==> config.mk <==
export PLATFORM = sky130hd
export DESIGN_NAME = opera_bus_router
export DESIGN_NICKNAME = d
export VERILOG_FILES = /design/src/rtl/opera_bus_router.sv
export SDC_FILE = /design/constraint.sdc
export NUM_CORES = 1
export LEC_CHECK = 0
export CAP_MARGIN = 20
export CORE_AREA = 2 2 139 141
export CTS_CLUSTER_SIZE = 12
export DETAILED_ROUTE_END_ITERATION = 8
export DIE_AREA = 0 0 141 143
export PLACE_DENSITY = 0.83
export SLEW_MARGIN = 20
export SYNTH_ARGS = -nofsm -noshare
export SYNTH_HDL_FRONTEND = slang
export SYNTH_SLANG_ARGS = --single-unit
export TNS_END_PERCENT = 30
==> constraint.sdc <==
create_clock -name sys_clk -period 1.7 [get_ports sys_clk]
set_input_delay 0.425 -clock sys_clk [delete_from_list [all_inputs] [get_ports sys_clk]]
set_output_delay 0.425 -clock sys_clk [all_outputs]
set_load 0.03 [all_outputs]
==> src/rtl/opera_bus_router.sv <==
// Wishbone-classic router from the ZAP CPU master to N address-decoded slave regions.
// It registers the read data, issues one ack per access, and adds a bus timeout with error capture.
module opera_bus_router #(
    parameter int                        NUM_REGIONS  = 4,
    parameter int                        DATA_W       = 32,
    parameter logic [32*NUM_REGIONS-1:0] REGION_BASE  = '0,
    parameter logic [32*NUM_REGIONS-1:0] REGION_MASK  = '0,
    parameter logic [NUM_REGIONS-1:0]    ACK_INTERNAL = '0,
    parameter logic [4*NUM_REGIONS-1:0]  WAIT_CYCLES  = '0,
    parameter int                        TIMEOUT      = 64,
    parameter logic [DATA_W-1:0]         ERR_DATA     = DATA_W'(32'hBADB_ADBA)
) (
    input  logic                          sys_clk,
    input  logic                          reset_n,
    input  logic                          m_cyc,
    input  logic                          m_stb,
    input  logic                          m_we,
    input  logic [31:0]                   m_adr,
    input  logic [DATA_W-1:0]             m_dat_i,
    input  logic [3:0]                    m_sel,
    output logic [DATA_W-1:0]             m_dat_o,
    output logic                          m_ack,
    output logic                          m_err,
    output logic [NUM_REGIONS-1:0]        s_stb,
    output logic                          s_we,
    output logic [31:0]                   s_adr,
    output logic [DATA_W-1:0]             s_dat_o,
    output logic [3:0]                    s_sel,
    input  logic [NUM_REGIONS*DATA_W-1:0] s_dat_i,
    input  logic [NUM_REGIONS-1:0]        s_ack,
    output logic                          busy,
    output logic [31:0]                   err_addr,
    output logic [7:0]                    err_count
);
    localparam int IDX_W = (NUM_REGIONS > 1) ? $clog2(NUM_REGIONS) : 1;
    localparam int CNT_W = (TIMEOUT > 16) ? $clog2(TIMEOUT) : 4;

    typedef enum logic [1:0] {IDLE, ACCESS, RESP} state_t;

    state_t            state;
    state_t            state_next;
    logic [IDX_W-1:0]  idx;
    logic [IDX_W-1:0]  hit_idx;
    logic              hit;
    logic [CNT_W-1:0]  cnt;
    logic [CNT_W-1:0]  hit_cnt;
    logic              err_flag;
    logic              sel_int;
    logic              sel_ack;
    logic [DATA_W-1:0] sel_dat;
    logic              accept;
    logic              finish;
    logic              finish_err;
    logic              cnt_dec;

    // Scanning downward lets the lowest-index hit overwrite higher ones on overlap.
    always_comb begin
        hit     = 1'b0;
        hit_idx = '0;
        hit_cnt = CNT_W'(TIMEOUT - 1);
        for (int i = NUM_REGIONS - 1; i >= 0; i--) begin
            if ((m_adr & REGION_MASK[32*i +: 32]) == REGION_BASE[32*i +: 32]) begin
                hit     = 1'b1;
                hit_idx = IDX_W'(i);
                hit_cnt = ACK_INTERNAL[i] ? CNT_W'(WAIT_CYCLES[4*i +: 4]) : CNT_W'(TIMEOUT - 1);
            end
        end
    end

    always_comb begin
        sel_int = 1'b0;
        sel_ack = 1'b0;
        sel_dat = '0;
        s_stb   = '0;
        for (int i = 0; i < NUM_REGIONS; i++) begin
            if (idx == IDX_W'(i)) begin
                sel_int  = ACK_INTERNAL[i];
                sel_ack  = s_ack[i];
                sel_dat  = s_dat_i[DATA_W*i +: DATA_W];
                s_stb[i] = (state == ACCESS);
            end
        end
    end

    always_ff @(posedge sys_clk or negedge reset_n) begin
        if (!reset_n) state <= IDLE;
        else          state <= state_next;
    end

    // A master abort takes priority over a completion arriving in the same cycle.
    always_comb begin
        state_next = state;
        accept     = 1'b0;
        finish     = 1'b0;
        finish_err = 1'b0;
        cnt_dec    = 1'b0;
        case (state)
            IDLE: begin
                if (m_cyc && m_stb) begin
                    accept     = 1'b1;
                    state_next = hit ? ACCESS : RESP;
                end
            end
            ACCESS: begin
                if (!m_cyc) begin
                    state_next = IDLE;
                end else if (sel_int ? (cnt == '0) : sel_ack) begin
                    finish     = 1'b1;
                    state_next = RESP;
                end else if (!sel_int && (cnt == '0)) begin
                    finish     = 1'b1;
                    finish_err = 1'b1;
                    state_next = RESP;
                end else begin
                    cnt_dec = 1'b1;
                end
            end
            RESP:    state_next = IDLE;
            default: state_next = IDLE;
        endcase
    end

    always_ff @(posedge sys_clk or negedge reset_n) begin
        if (!reset_n) begin
            idx       <= '0;
            cnt       <= '0;
            err_flag  <= 1'b0;
            m_dat_o   <= '0;
            s_we      <= 1'b0;
            s_adr     <= '0;
            s_dat_o   <= '0;
            s_sel     <= '0;
            err_addr  <= '0;
            err_count <= '0;
        end else begin
            if (accept) begin
                s_we     <= m_we;
                s_adr    <= m_adr;
                s_dat_o  <= m_dat_i;
                s_sel    <= m_sel;
                idx      <= hit_idx;
                cnt      <= hit_cnt;
                err_flag <= !hit;
                if (!hit) m_dat_o <= ERR_DATA;
            end
            if (cnt_dec) cnt <= cnt - 1'b1;
            if (finish) begin
                err_flag <= finish_err;
                m_dat_o  <= finish_err ? ERR_DATA : sel_dat;
            end
            if (state == RESP && err_flag) begin
                err_addr <= s_adr;
                if (err_count != 8'hFF) err_count <= err_count + 8'd1;
            end
        end
    end

    assign m_ack = (state == RESP) && !err_flag;
    assign m_err = (state == RESP) && err_flag;
    assign busy  = (state != IDLE);
endmodule

==> run metrics <==
leakage 4.885 nW; cell count after synthesis 588; crit path max fanout 6; setup total negative slack -0.02795 ns; antenna cells 0; GRT Total Usage 0.1705; fin crit period 1.722 ns; Clock Skew 0.007560 ns; Max Buffers Root-to-Sink 2; Synth Register Bits 150; failing checks negative setup slack; Residual DRC 0; final WL 16680 um; initial DRC count 194; nets@finish 1064; Top Ports 353; Peak VDD IR 0.6481 mV; largest net degree at the start of global routing 48; distinct cell type count after synthesis 47; Initial Utilization 0.3159; die area 20160 sq um; Reg2Reg Capture Point err_count[7]; kind of critical path flop to primary output; crit path launch state[0]; final count of pins violating max slew 0; worst reg2reg path depth 7; Syn-to-layout area delta 57.86%; RePlAce Congestion 0.8084; PwrDens 1204 nW/um^2; TritonCTS clock tree built; Finished Layout Cells 1102; Synth Cell Area 5869 sq um; Post-synth EDFFs 0; Flop pwr share 0.397; DRT Pass-1 Iters 4; crit end category primary output; Worst Hold Class flop to flop; post-layout util 0.4987; Multi-input gate area 1954 sq um; worst slack, placed -0.1889 ns; site row count 50; status finished, violations left; cts bufs inserted 17; RR Startpoint state[0]; Power Internal 7.568 mW; Worst-path clk slew 0.06 ns; die span in y 143 um; # fillers 1716; FF-to-FF setup slack 0.12 ns; RSZ-0062 raised after global routing yes; Hold Violations, Final 0; PortBufs 250; share of post-route cells with drive strength above 1 0.09101; Final Cycle Share 1.013; total core area 18580 sq um; Die X 141 um; Post-synth top flop dfrtp_1; sequential area share after synthesis 0.6395; final hold slack 0.4665 ns; fin area 9265 sq um; CTS root buf clkbuf_16; Area after DPL 8780 sq um; Switching Power 3.591 mW; Placed Cells 1067; clock group share of total power 0.343; drt wl/cell 15.13 um; clk sinks 150; Final setup viols 2; max-cap viol count 0; Worst-Skew Late Latency 0.41 ns; combinational cell fraction of total power 0.260; crit path DAT 1.30 ns; first-pass GRT wire length 26940 um; Required @ worst endpoint 1.27 ns; Worst Setup Start Kind flop; Final ANT Viol Nets 0; Pwr Total 11.16 mW; GRT overflow 0; syn avg cell area 9.982 sq um; vias post-DR 5071; CTS H-tree depth 4; min setup slack post-route -0.02235 ns; DPL Wire Length 11910 um; initial antenna violation count 0; Syn. warnings 0; maximum clock rate 0.5806 GHz; FF+latch area 3754 sq um; vias in the first global route 5273; vias per cell 4.602; asr flop ratio synth 1.000; Net Sw Frac 0.3218; CP endpoint m_err
cells in the mapped netlist, drive strengths merged, types with 3 or more instances:
| cell type | n | area [sq um] |
|---|---|---|
| nand2 | 307 | 1152 |
| and2 | 4 | 30.03 |
| nand3 | 4 | 20.02 |
| a22o | 11 | 96.34 |
| nand4 | 4 | 25.02 |
| buf | 23 | 147.6 |
| nor2 | 7 | 26.28 |
| a21oi | 4 | 20.02 |
| o22a | 21 | 183.9 |
| clkbuf | 9 | 33.78 |
| inv | 4 | 15.02 |
| ha | 3 | 37.54 |
| dfrtp | 150 | 3754 |
| nor3 | 5 | 30.03 |
critical path: stages, from the launching register on:
cell and delay [ns]:
dfrtp_1 0.39, buf_6 0.13, nand3b_4 0.17, clkinv_4 0.07
buf_6 0.12
area by class of cell:
cell class | count | share of cell area
clock inverters | 9 | 0.01364
multi-input cells | 404 | 0.2109
well taps | 234 | 0.03160
flip-flops and latches | 150 | 0.4051
clock buffers | 22 | 0.05010
inverters | 4 | 0.002701
repair buffers | 279 | 0.2859
worst min-delay path by stage:
stage | slack, ns | from | endpoint | depth (start not counted)
3_5_place_dp | 0.38 | reset_n | m_dat_o[11] | 1
3_3_place_gp | 0.38 | reset_n | m_dat_o[11] | 1
2_1_floorplan | 0.13 | reset_n | cnt[0] | 0
6_report | 0.47 | err_addr[14] | err_addr[14] | 2
4_1_cts | 0.47 | err_addr[14] | err_addr[14] | 2
5_1_grt | 0.49 | err_addr[8] | err_addr[8] | 2
what timing repair did:
item	in CTS	in global routing
setup buffers	0	3
hold buffers	1	0
pin swaps	0	1
endpoints found under the setup margin	166	40
endpoints found under the hold margin	37	0
resized for setup	152	19
routing by layer:
metal	part of all wire	GRT usage	vias to the layer above
met4	0.017	0.04895	0
met3	0.060	0.05131	20
li1	-	-	2420
met1	0.43	0.2104	2451
met2	0.49	0.2911	180
met5	0	0	-
power by group through the flow:
stage	clock network (mW)	logic [mW]	registers (mW)
2_1_floorplan	0	0.554	5.56
3_3_place_gp	0	3.26	4.48
3_5_place_dp	0	3.30	4.51
4_1_cts	3.93	2.93	4.43
5_1_grt	4.09	3.09	4.51
6_report	3.82	2.90	4.43
kinds of logic after synthesis:
kind of cell | after synthesis | synth area share
buf+inv | 36 | 0.03347
simple gates | 344 | 0.2385
compound gates | 47 | 0.06907
other cells | 1 | 0.0006389
fa+ha+maj | 3 | 0.006396
mux | 4 | 0.007887
flops | 150 | 0.6395
xor+xnor | 3 | 0.004477
registers in the layout (all words and copies together) (netlist names):
name	count
cnt	6
err_addr	32
err_count	8
err_flag	1
m_dat_o	32
s_adr	32
s_dat_o	32
s_sel	4
s_we	1
state	2
placed cells by master (no fill, tap or decap), types with 2 or more instances in the layout:
master	instances
a21oi_1	4
a22o_1	11
a31oi_1	2
and2_1	2
and2_4	2
and3_1	2
buf_12	7
buf_4	21
buf_6	5
bufinv_16	3
clkbuf_1	3
clkbuf_16	17
clkbuf_8	2
clkdlybuf4s15_1	8
clkdlybuf4s50_1	104
clkinv_2	4
clkinv_4	2
conb_1	3
dfrtp_1	150
dlygate4sd2_1	131
ha_1	3
inv_1	2
mux2i_1	2
nand2_1	307
nand3_1	4
nand4_1	4
nor2_1	7
nor3_1	4
o22a_1	21
xnor2_1	2
(Power assumes the default switching activity.)
